===== config.mk =====
export PLATFORM = sky130hd
export DESIGN_NAME = cache_ctrl_flat
export DESIGN_NICKNAME = d
export VERILOG_FILES = /design/src/rtl/cache_ctrl_if.sv /design/src/rtl/cache_ctrl.sv /design/src/flat_wrapper.sv
export SDC_FILE = /design/constraint.sdc
export NUM_CORES = 1
export LEC_CHECK = 0
export ABC_AREA = 0
export BUFFER_PORTS_ARGS = -buffer_cell sky130_fd_sc_hd__buf_2
export CORE_MARGIN = 2
export CORE_UTILIZATION = 45
export DETAILED_ROUTE_END_ITERATION = 8
export PLACE_DENSITY_LB_ADDON = 0.05
export SLEW_MARGIN = 20
export SYNTH_ARGS = -nofsm -noshare
export SYNTH_HDL_FRONTEND = slang
export SYNTH_SLANG_ARGS = --single-unit

===== constraint.sdc =====
create_clock -name clk -period 4.2 [get_ports clk]
set_input_delay 0.84 -clock clk [delete_from_list [all_inputs] [get_ports clk]]
set_output_delay 0.84 -clock clk [all_outputs]
set_load 0.05 [all_outputs]

===== src/rtl/cache_ctrl_if.sv =====
// Bundle of CPU, cache-array and main-memory signals around cache_ctrl.
// master is the controller's view; slave is the surrounding system.
interface cache_ctrl_if #(
    parameter int ADDR_BITS = 32,
    parameter int TAG_BITS  = 23,
    parameter int CNT_BITS  = 32
);
    logic                 cpu_req_i;
    logic                 cpu_we_i;
    logic [ADDR_BITS-1:0] cpu_addr_i;
    logic [2:0]           cpu_ubhw_i;
    logic [31:0]          cpu_data_i;
    logic [31:0]          cpu_data_o;
    logic                 cpu_ready_o;

    logic [ADDR_BITS-1:0] cache_addr_o;
    logic                 cache_load_o;
    logic                 cache_edit_o;
    logic                 cache_store_o;
    logic                 cache_inv_o;
    logic [2:0]           cache_ubhw_o;
    logic [31:0]          cache_din_o;
    logic                 cache_hit_i;
    logic [31:0]          cache_dout_i;
    logic                 cache_valid_i;
    logic                 cache_dirty_i;
    logic [TAG_BITS-1:0]  cache_tag_i;

    logic                 mem_cs_o;
    logic                 mem_we_o;
    logic [ADDR_BITS-1:0] mem_addr_o;
    logic [31:0]          mem_data_o;
    logic [31:0]          mem_data_i;
    logic                 mem_ack_i;

    logic [CNT_BITS-1:0]  hit_cnt_o;
    logic [CNT_BITS-1:0]  miss_cnt_o;

    modport master (
        input  cpu_req_i, cpu_we_i, cpu_addr_i, cpu_ubhw_i, cpu_data_i,
        output cpu_data_o, cpu_ready_o,
        output cache_addr_o, cache_load_o, cache_edit_o, cache_store_o,
        output cache_inv_o, cache_ubhw_o, cache_din_o,
        input  cache_hit_i, cache_dout_i, cache_valid_i, cache_dirty_i,
        input  cache_tag_i,
        output mem_cs_o, mem_we_o, mem_addr_o, mem_data_o,
        input  mem_data_i, mem_ack_i,
        output hit_cnt_o, miss_cnt_o
    );

    modport slave (
        output cpu_req_i, cpu_we_i, cpu_addr_i, cpu_ubhw_i, cpu_data_i,
        input  cpu_data_o, cpu_ready_o,
        input  cache_addr_o, cache_load_o, cache_edit_o, cache_store_o,
        input  cache_inv_o, cache_ubhw_o, cache_din_o,
        output cache_hit_i, cache_dout_i, cache_valid_i, cache_dirty_i,
        output cache_tag_i,
        input  mem_cs_o, mem_we_o, mem_addr_o, mem_data_o,
        output mem_data_i, mem_ack_i,
        input  hit_cnt_o, miss_cnt_o
    );
endinterface


===== src/rtl/cache_ctrl.sv =====
// Write-back controller for a 2-way set-associative cache: lookup,
// dirty victim write-back, word-by-word refill and request replay.
module cache_ctrl #(
    parameter int ADDR_BITS  = 32,
    parameter int TAG_BITS   = 23,
    parameter int INDEX_BITS = 5,
    parameter int WORD_BITS  = 2,
    parameter int CNT_BITS   = 32
) (
    input logic          clk,
    input logic          rst,
    cache_ctrl_if.master bus
);
    localparam int OFF_BITS = ADDR_BITS - TAG_BITS - INDEX_BITS - WORD_BITS;
    localparam int IDX_LO   = OFF_BITS + WORD_BITS;

    typedef enum logic [2:0] {
        IDLE, TAG, WB_RD, WB_WR, FILL, REPLAY
    } state_t;

    state_t                state_q;
    logic [WORD_BITS-1:0]  wcnt_q;
    logic                  first_q;
    logic                  we_q;
    logic [ADDR_BITS-1:0]  addr_q;
    logic [2:0]            ubhw_q;
    logic [31:0]           wdata_q;
    logic [TAG_BITS-1:0]   vtag_q;
    logic                  ready_q;
    logic [31:0]           rdata_q;
    logic                  mem_cs_q;
    logic                  mem_we_q;
    logic [ADDR_BITS-1:0]  mem_addr_q;
    logic [31:0]           mem_data_q;
    logic [CNT_BITS-1:0]   hit_cnt_q;
    logic [CNT_BITS-1:0]   miss_cnt_q;

    logic [INDEX_BITS-1:0] idx;
    logic [ADDR_BITS-1:0]  fill_addr;
    logic [ADDR_BITS-1:0]  wb_addr;
    logic                  last_word;

    assign idx       = addr_q[IDX_LO +: INDEX_BITS];
    assign fill_addr = {addr_q[ADDR_BITS-1:IDX_LO], wcnt_q, {OFF_BITS{1'b0}}};
    assign wb_addr   = {vtag_q, idx, wcnt_q, {OFF_BITS{1'b0}}};
    assign last_word = (wcnt_q == '1);

    // Array strobes are combinational so the array samples them on the
    // same edge the FSM advances; the refill store rides on mem_ack_i.
    always_comb begin
        bus.cache_addr_o  = '0;
        bus.cache_load_o  = 1'b0;
        bus.cache_edit_o  = 1'b0;
        bus.cache_store_o = 1'b0;
        bus.cache_ubhw_o  = '0;
        bus.cache_din_o   = '0;
        case (state_q)
            IDLE: begin
                if (bus.cpu_req_i && !ready_q) begin
                    bus.cache_addr_o = bus.cpu_addr_i;
                    bus.cache_load_o = ~bus.cpu_we_i;
                    bus.cache_edit_o = bus.cpu_we_i;
                    bus.cache_ubhw_o = bus.cpu_ubhw_i;
                    bus.cache_din_o  = bus.cpu_data_i;
                end
            end
            REPLAY: begin
                bus.cache_addr_o = addr_q;
                bus.cache_load_o = ~we_q;
                bus.cache_edit_o = we_q;
                bus.cache_ubhw_o = ubhw_q;
                bus.cache_din_o  = wdata_q;
            end
            WB_RD: bus.cache_addr_o = fill_addr;
            FILL: begin
                if (mem_cs_q && bus.mem_ack_i) begin
                    bus.cache_addr_o  = mem_addr_q;
                    bus.cache_store_o = 1'b1;
                    bus.cache_din_o   = bus.mem_data_i;
                end
            end
            default: ;
        endcase
    end

    always_ff @(posedge clk) begin
        if (rst) begin
            state_q    <= IDLE;
            wcnt_q     <= '0;
            first_q    <= 1'b0;
            we_q       <= 1'b0;
            addr_q     <= '0;
            ubhw_q     <= '0;
            wdata_q    <= '0;
            vtag_q     <= '0;
            ready_q    <= 1'b0;
            rdata_q    <= '0;
            mem_cs_q   <= 1'b0;
            mem_we_q   <= 1'b0;
            mem_addr_q <= '0;
            mem_data_q <= '0;
            hit_cnt_q  <= '0;
            miss_cnt_q <= '0;
        end else begin
            ready_q <= 1'b0;
            case (state_q)
                IDLE: begin
                    if (bus.cpu_req_i && !ready_q) begin
                        we_q    <= bus.cpu_we_i;
                        addr_q  <= bus.cpu_addr_i;
                        ubhw_q  <= bus.cpu_ubhw_i;
                        wdata_q <= bus.cpu_data_i;
                        first_q <= 1'b1;
                        state_q <= TAG;
                    end
                end
                TAG: begin
                    wcnt_q <= '0;
                    if (bus.cache_hit_i) begin
                        ready_q <= 1'b1;
                        rdata_q <= bus.cache_dout_i;
                        if (first_q) hit_cnt_q <= hit_cnt_q + CNT_BITS'(1);
                        state_q <= IDLE;
                    end else begin
                        if (first_q) miss_cnt_q <= miss_cnt_q + CNT_BITS'(1);
                        if (first_q && bus.cache_valid_i && bus.cache_dirty_i) begin
                            vtag_q  <= bus.cache_tag_i;
                            state_q <= WB_RD;
                        end else begin
                            state_q <= FILL;
                        end
                    end
                end
                WB_RD: state_q <= WB_WR;
                // First WB_WR cycle captures the victim word read in WB_RD.
                WB_WR: begin
                    if (!mem_cs_q) begin
                        mem_cs_q   <= 1'b1;
                        mem_we_q   <= 1'b1;
                        mem_addr_q <= wb_addr;
                        mem_data_q <= bus.cache_dout_i;
                    end else if (bus.mem_ack_i) begin
                        mem_cs_q <= 1'b0;
                        mem_we_q <= 1'b0;
                        wcnt_q   <= wcnt_q + WORD_BITS'(1);
                        state_q  <= last_word ? FILL : WB_RD;
                    end
                end
                FILL: begin
                    if (!mem_cs_q) begin
                        mem_cs_q   <= 1'b1;
                        mem_we_q   <= 1'b0;
                        mem_addr_q <= fill_addr;
                    end else if (bus.mem_ack_i) begin
                        mem_cs_q <= 1'b0;
                        wcnt_q   <= wcnt_q + WORD_BITS'(1);
                        if (last_word) state_q <= REPLAY;
                    end
                end
                REPLAY: begin
                    first_q <= 1'b0;
                    state_q <= TAG;
                end
                default: state_q <= IDLE;
            endcase
        end
    end

    assign bus.cache_inv_o = 1'b0;
    assign bus.cpu_ready_o = ready_q;
    assign bus.cpu_data_o  = rdata_q;
    assign bus.mem_cs_o    = mem_cs_q;
    assign bus.mem_we_o    = mem_we_q;
    assign bus.mem_addr_o  = mem_addr_q;
    assign bus.mem_data_o  = mem_data_q;
    assign bus.hit_cnt_o   = hit_cnt_q;
    assign bus.miss_cnt_o  = miss_cnt_q;
endmodule

===== src/flat_wrapper.sv =====
// flat-port wrapper written by rule: the top's interface ports become plain ports
module cache_ctrl_flat 
#(
    parameter int ADDR_BITS  = 32,
    parameter int TAG_BITS   = 23,
    parameter int INDEX_BITS = 5,
    parameter int WORD_BITS  = 2,
    parameter int CNT_BITS   = 32
)
  (clk, rst, bus_cpu_req_i, bus_cpu_we_i, bus_cpu_addr_i, bus_cpu_ubhw_i, bus_cpu_data_i, bus_cpu_data_o, bus_cpu_ready_o, bus_cache_addr_o, bus_cache_load_o, bus_cache_edit_o, bus_cache_store_o, bus_cache_inv_o, bus_cache_ubhw_o, bus_cache_din_o, bus_cache_hit_i, bus_cache_dout_i, bus_cache_valid_i, bus_cache_dirty_i, bus_cache_tag_i, bus_mem_cs_o, bus_mem_we_o, bus_mem_addr_o, bus_mem_data_o, bus_mem_data_i, bus_mem_ack_i, bus_hit_cnt_o, bus_miss_cnt_o);
  cache_ctrl_if #(.ADDR_BITS(ADDR_BITS), .TAG_BITS(TAG_BITS), .CNT_BITS(CNT_BITS)) bus_i ();
  input logic clk;
  input logic rst;
  input wire logic [$bits(bus_i.cpu_req_i)-1:0] bus_cpu_req_i;
  input wire logic [$bits(bus_i.cpu_we_i)-1:0] bus_cpu_we_i;
  input wire logic [$bits(bus_i.cpu_addr_i)-1:0] bus_cpu_addr_i;
  input wire logic [$bits(bus_i.cpu_ubhw_i)-1:0] bus_cpu_ubhw_i;
  input wire logic [$bits(bus_i.cpu_data_i)-1:0] bus_cpu_data_i;
  output wire logic [$bits(bus_i.cpu_data_o)-1:0] bus_cpu_data_o;
  output wire logic [$bits(bus_i.cpu_ready_o)-1:0] bus_cpu_ready_o;
  output wire logic [$bits(bus_i.cache_addr_o)-1:0] bus_cache_addr_o;
  output wire logic [$bits(bus_i.cache_load_o)-1:0] bus_cache_load_o;
  output wire logic [$bits(bus_i.cache_edit_o)-1:0] bus_cache_edit_o;
  output wire logic [$bits(bus_i.cache_store_o)-1:0] bus_cache_store_o;
  output wire logic [$bits(bus_i.cache_inv_o)-1:0] bus_cache_inv_o;
  output wire logic [$bits(bus_i.cache_ubhw_o)-1:0] bus_cache_ubhw_o;
  output wire logic [$bits(bus_i.cache_din_o)-1:0] bus_cache_din_o;
  input wire logic [$bits(bus_i.cache_hit_i)-1:0] bus_cache_hit_i;
  input wire logic [$bits(bus_i.cache_dout_i)-1:0] bus_cache_dout_i;
  input wire logic [$bits(bus_i.cache_valid_i)-1:0] bus_cache_valid_i;
  input wire logic [$bits(bus_i.cache_dirty_i)-1:0] bus_cache_dirty_i;
  input wire logic [$bits(bus_i.cache_tag_i)-1:0] bus_cache_tag_i;
  output wire logic [$bits(bus_i.mem_cs_o)-1:0] bus_mem_cs_o;
  output wire logic [$bits(bus_i.mem_we_o)-1:0] bus_mem_we_o;
  output wire logic [$bits(bus_i.mem_addr_o)-1:0] bus_mem_addr_o;
  output wire logic [$bits(bus_i.mem_data_o)-1:0] bus_mem_data_o;
  input wire logic [$bits(bus_i.mem_data_i)-1:0] bus_mem_data_i;
  input wire logic [$bits(bus_i.mem_ack_i)-1:0] bus_mem_ack_i;
  output wire logic [$bits(bus_i.hit_cnt_o)-1:0] bus_hit_cnt_o;
  output wire logic [$bits(bus_i.miss_cnt_o)-1:0] bus_miss_cnt_o;
  assign bus_i.cpu_req_i = bus_cpu_req_i;
  assign bus_i.cpu_we_i = bus_cpu_we_i;
  assign bus_i.cpu_addr_i = bus_cpu_addr_i;
  assign bus_i.cpu_ubhw_i = bus_cpu_ubhw_i;
  assign bus_i.cpu_data_i = bus_cpu_data_i;
  assign bus_cpu_data_o = bus_i.cpu_data_o;
  assign bus_cpu_ready_o = bus_i.cpu_ready_o;
  assign bus_cache_addr_o = bus_i.cache_addr_o;
  assign bus_cache_load_o = bus_i.cache_load_o;
  assign bus_cache_edit_o = bus_i.cache_edit_o;
  assign bus_cache_store_o = bus_i.cache_store_o;
  assign bus_cache_inv_o = bus_i.cache_inv_o;
  assign bus_cache_ubhw_o = bus_i.cache_ubhw_o;
  assign bus_cache_din_o = bus_i.cache_din_o;
  assign bus_i.cache_hit_i = bus_cache_hit_i;
  assign bus_i.cache_dout_i = bus_cache_dout_i;
  assign bus_i.cache_valid_i = bus_cache_valid_i;
  assign bus_i.cache_dirty_i = bus_cache_dirty_i;
  assign bus_i.cache_tag_i = bus_cache_tag_i;
  assign bus_mem_cs_o = bus_i.mem_cs_o;
  assign bus_mem_we_o = bus_i.mem_we_o;
  assign bus_mem_addr_o = bus_i.mem_addr_o;
  assign bus_mem_data_o = bus_i.mem_data_o;
  assign bus_i.mem_data_i = bus_mem_data_i;
  assign bus_i.mem_ack_i = bus_mem_ack_i;
  assign bus_hit_cnt_o = bus_i.hit_cnt_o;
  assign bus_miss_cnt_o = bus_i.miss_cnt_o;
  cache_ctrl #(.ADDR_BITS(ADDR_BITS), .TAG_BITS(TAG_BITS), .INDEX_BITS(INDEX_BITS), .WORD_BITS(WORD_BITS), .CNT_BITS(CNT_BITS)) u_core (.clk(clk), .rst(rst), .bus(bus_i));
endmodule

==> summary.md <==
| Metric | Value |
|---|---|
| Status | complete, no violations |
| Vias in the first global route | around 11000 |
| Mean Syn Cell Area | 7.62 sq um |
| CTS tree | done |
| Bufs and invs on worst path | 3 |
| Synth Flop Type | dfxtp_1 |
| Placed cell area | ~13000 sq um |
| Max_slew headroom | around 28% |
| Final Instance Area | 14300 sq um |
| Syn Inst Count | about 1500 |
| Post-CTS setup buffers | 0 |
| Max-slew violations | 0 |
| DR DRC count | 0 |
| CORE AREA | 24200 sq um |
| Min Hold Slack | 450 ps |
| Count of input and output buffers | a little under 400 |
| Worst-Margin Slew | roughly 1100 ps |
| Register bit total from synthesis | between 200 and 300 |
| Most common cell in the netlist | nand2_1 |
| Die width | 161 um |
| Highest Clock Rate | 272 MHz |
| Crit path capture type | output pin |
| Clk_lat worst skew | 530 ps |
| Synth-to-Final Area Change | 28.5% |
| CP required | roughly 3400 ps |
| Crit path DAT | 2830 ps |
| WL/cell | 16.2 um |
| CTS root buf | clkbuf_16 |
| Post-route ant nets | 0 |
| HP Class | flop to flop |
| Post_cts resized | 0 |
| Vias | 11300 |
| Pre-Repair DR Iteration Count | 5 |
| RePlAce Congestion | 0.828 |
| Reg-to-Reg Start | u_core.state_q[2] |
| Setup TNS Final | 0 ps |
| CP top delay family | simple AND/OR/NAND/NOR gates |
| Initial antenna violation count | 8 |
| Post-synth EDFFs | 0 |
| Post-synthesis sequential area ratio | 46.5% |
| Post-synth top cells | nand2_1 (490), dfxtp_1 (258), a21oi_1 (205), clkbuf_1 (86), nor2_1 (64) |
| Largest net degree at the start of global routing | 157 |
| Reg2reg setup slack | 1700 ps |
| Max Buffers Root-to-Sink | 3 |
| Setup ws final | 530 ps |
| Distinct cells, synth | 55 |
| Clock sink count | 258 |
| P_leak | 0.00604 uW |
| Gr usage total | 25.6% |
| Worst Skew | 6.63 ps |
| Clock Pin Slew Worst Setup and Hold Paths | 60 ps |
| Post-route minimum period | between 3000 and 4000 ps |
| Pwr dens | 428 nW/um^2 |
| Crit-path cells | buf_4 -> or3b_2 -> nor3_2 -> buf_12 -> nand2_1 -> nand3_1 -> buf_2 |
| Period utilization | slightly below 90% |
| CP max-delay cell | or3b_2 |
| Cts hold-fix bufs | 0 |
| Vias/cell | 5.29 |
| Ys Warns | 0 |
| FFs w/ async S/R, synth | 0% |
| CTS buffer count | 28 |
| First-pass GRT wire length | 55100 um |
| Total gr overflow | 0 |
| Layout Nets | a little under 2000 |
| Routed WL | 34800 um |
| Max-cap violations | 0 |
| Area contributors post-synth | dfxtp_1 (46%), nand2_1 (17%), a21oi_1 (9.2%) |
| DRT iter0 DRCs | 947 |
| Post-route core utilization | 58.9% |
| Worst setup SP type | flop |
| Vert. Die Dim | 161 um |
| Maximum vdd drop | 282 uV |
| Final Setup Violations | 0 |
| Crit-path max cell delay | between 500 and 600 ps |
| Share of cells above drive strength 1 | 26.7% |
| Setup crit start | u_core.state_q[2] |
| Io pins | roughly 400 |
| Final hold vios | 0 |
| HPWL Detailed | ~24000 um |
| DIE AREA | about 26000 sq um |
| Critical Setup Path Class | flop to output pin |
| FP Rows | 57 |
| Post-synth top area cell | dfxtp_1 |
| Hold Startpoint | u_core.bus.mem_data_o[23] |
| Starting density of the core | 45.8% |
| Synthesized cell area | roughly 11000 sq um |
| CTS H-tree depth | 1 |
| RSZ-0062 raised after global routing | false |
| Area share of the largest cell type after synthesis | 46.5% |
| Setup WS pre-CTS | 836 ps |
| Crit-path max FO | 69 |
[per-layer routing]
layer	part of all wire [%]	track usage, %
met5	0.098	0
met4	2.6	7.91
met3	6.3	5.37
met2	49	44.1
met1	42	32.4
[sequential cells by signal, indices dropped and copies added, names as in the netlist]
register                count
u_core.bus.mem_data_o      32
u_core.addr_q              32
u_core.bus.miss_cnt_o      32
u_core.bus.cpu_data_o      32
u_core.first_q              1
u_core.we_q                 1
u_core.bus.mem_cs_o         1
u_core.bus.cpu_ready_o      1
u_core.bus.mem_addr_o      30
u_core.bus.hit_cnt_o       32
u_core.wcnt_q               2
u_core.vtag_q              23
u_core.ubhw_q               3
u_core.wdata_q             32
u_core.state_q              3
u_core.bus.mem_we_o         1
[worst reg2reg max path, stage by stage, from the launching register on]
cell     delay, ps
dfxtp_1        440
buf_4          240
or3b_2         520
or3_2          460
buf_4          380
nand2_1        200
a21oi_1         90
[cells in the final DEF (no fill, tap or decap), drive strengths merged, types with 21 or more instances in the layout]
master	netlist	layout
nand2	490	490
buf	24	408
dfxtp	258	258
a21oi	206	206
nor2	64	64
nand3	46	46
clkbuf	86	40
a22oi	34	34
or4	31	31
o31ai	27	27
a311oi	24	24
nand4	21	21
[worst paths after layout]
check,to,cells after the start
worst max-delay path,bus_cache_addr_o[24],7
worst min-delay path,u_core.bus.mem_data_o[23],2
worst max register to register,u_core.addr_q[3],6
worst min register to register,u_core.bus.mem_data_o[23],2
[cell families (layout without fill, tap and decap cells)]
group                    after synthesis  count (layout)  synth area share [%]
flip-flops                           258             258                  46.5
AND/OR/NAND/NOR                      728             728                  29.2
adder cells (fa/ha/maj)                3               3                 0.338
other                                  1              11                0.0338
multiplexers                          13              13                  1.24
XOR/XNOR                              16              16                  1.26
AO/OA/AOI/OAI                        318             318                  16.8
buffers and inverters                121             472                  4.62
[where the power goes]
group          total (uW)  switching, uW  internal, uW  leakage, uW
clock network        2650           1010          1640     0.000498
registers            2610           69.7          2540      0.00209
logic                 856            636           220      0.00345
total                6110           1710          4400      0.00604
[cell type report]
cell class / instances / area (sq um)
tap: 324 / 405
timing repair buffer: 409 / 2140
antenna: 8 / 20.0
inverter: 11 / 41.3
clock buffer: 39 / 843
multi-input combinational: 1081 / 5490
sequential: 258 / 5160
fill: 2314 / 9970
clock inverter: 13 / 173
[metrics by stage]
stage          std cells  total power [uW]
3_5_place_dp        2083              3520
5_1_grt             2140              6350
6_report            2143              6110
4_1_cts             2135              6180
2_1_floorplan       1460              3250
3_3_place_gp        2083              3510
Note: power is estimated with default switching activity, not from simulation.
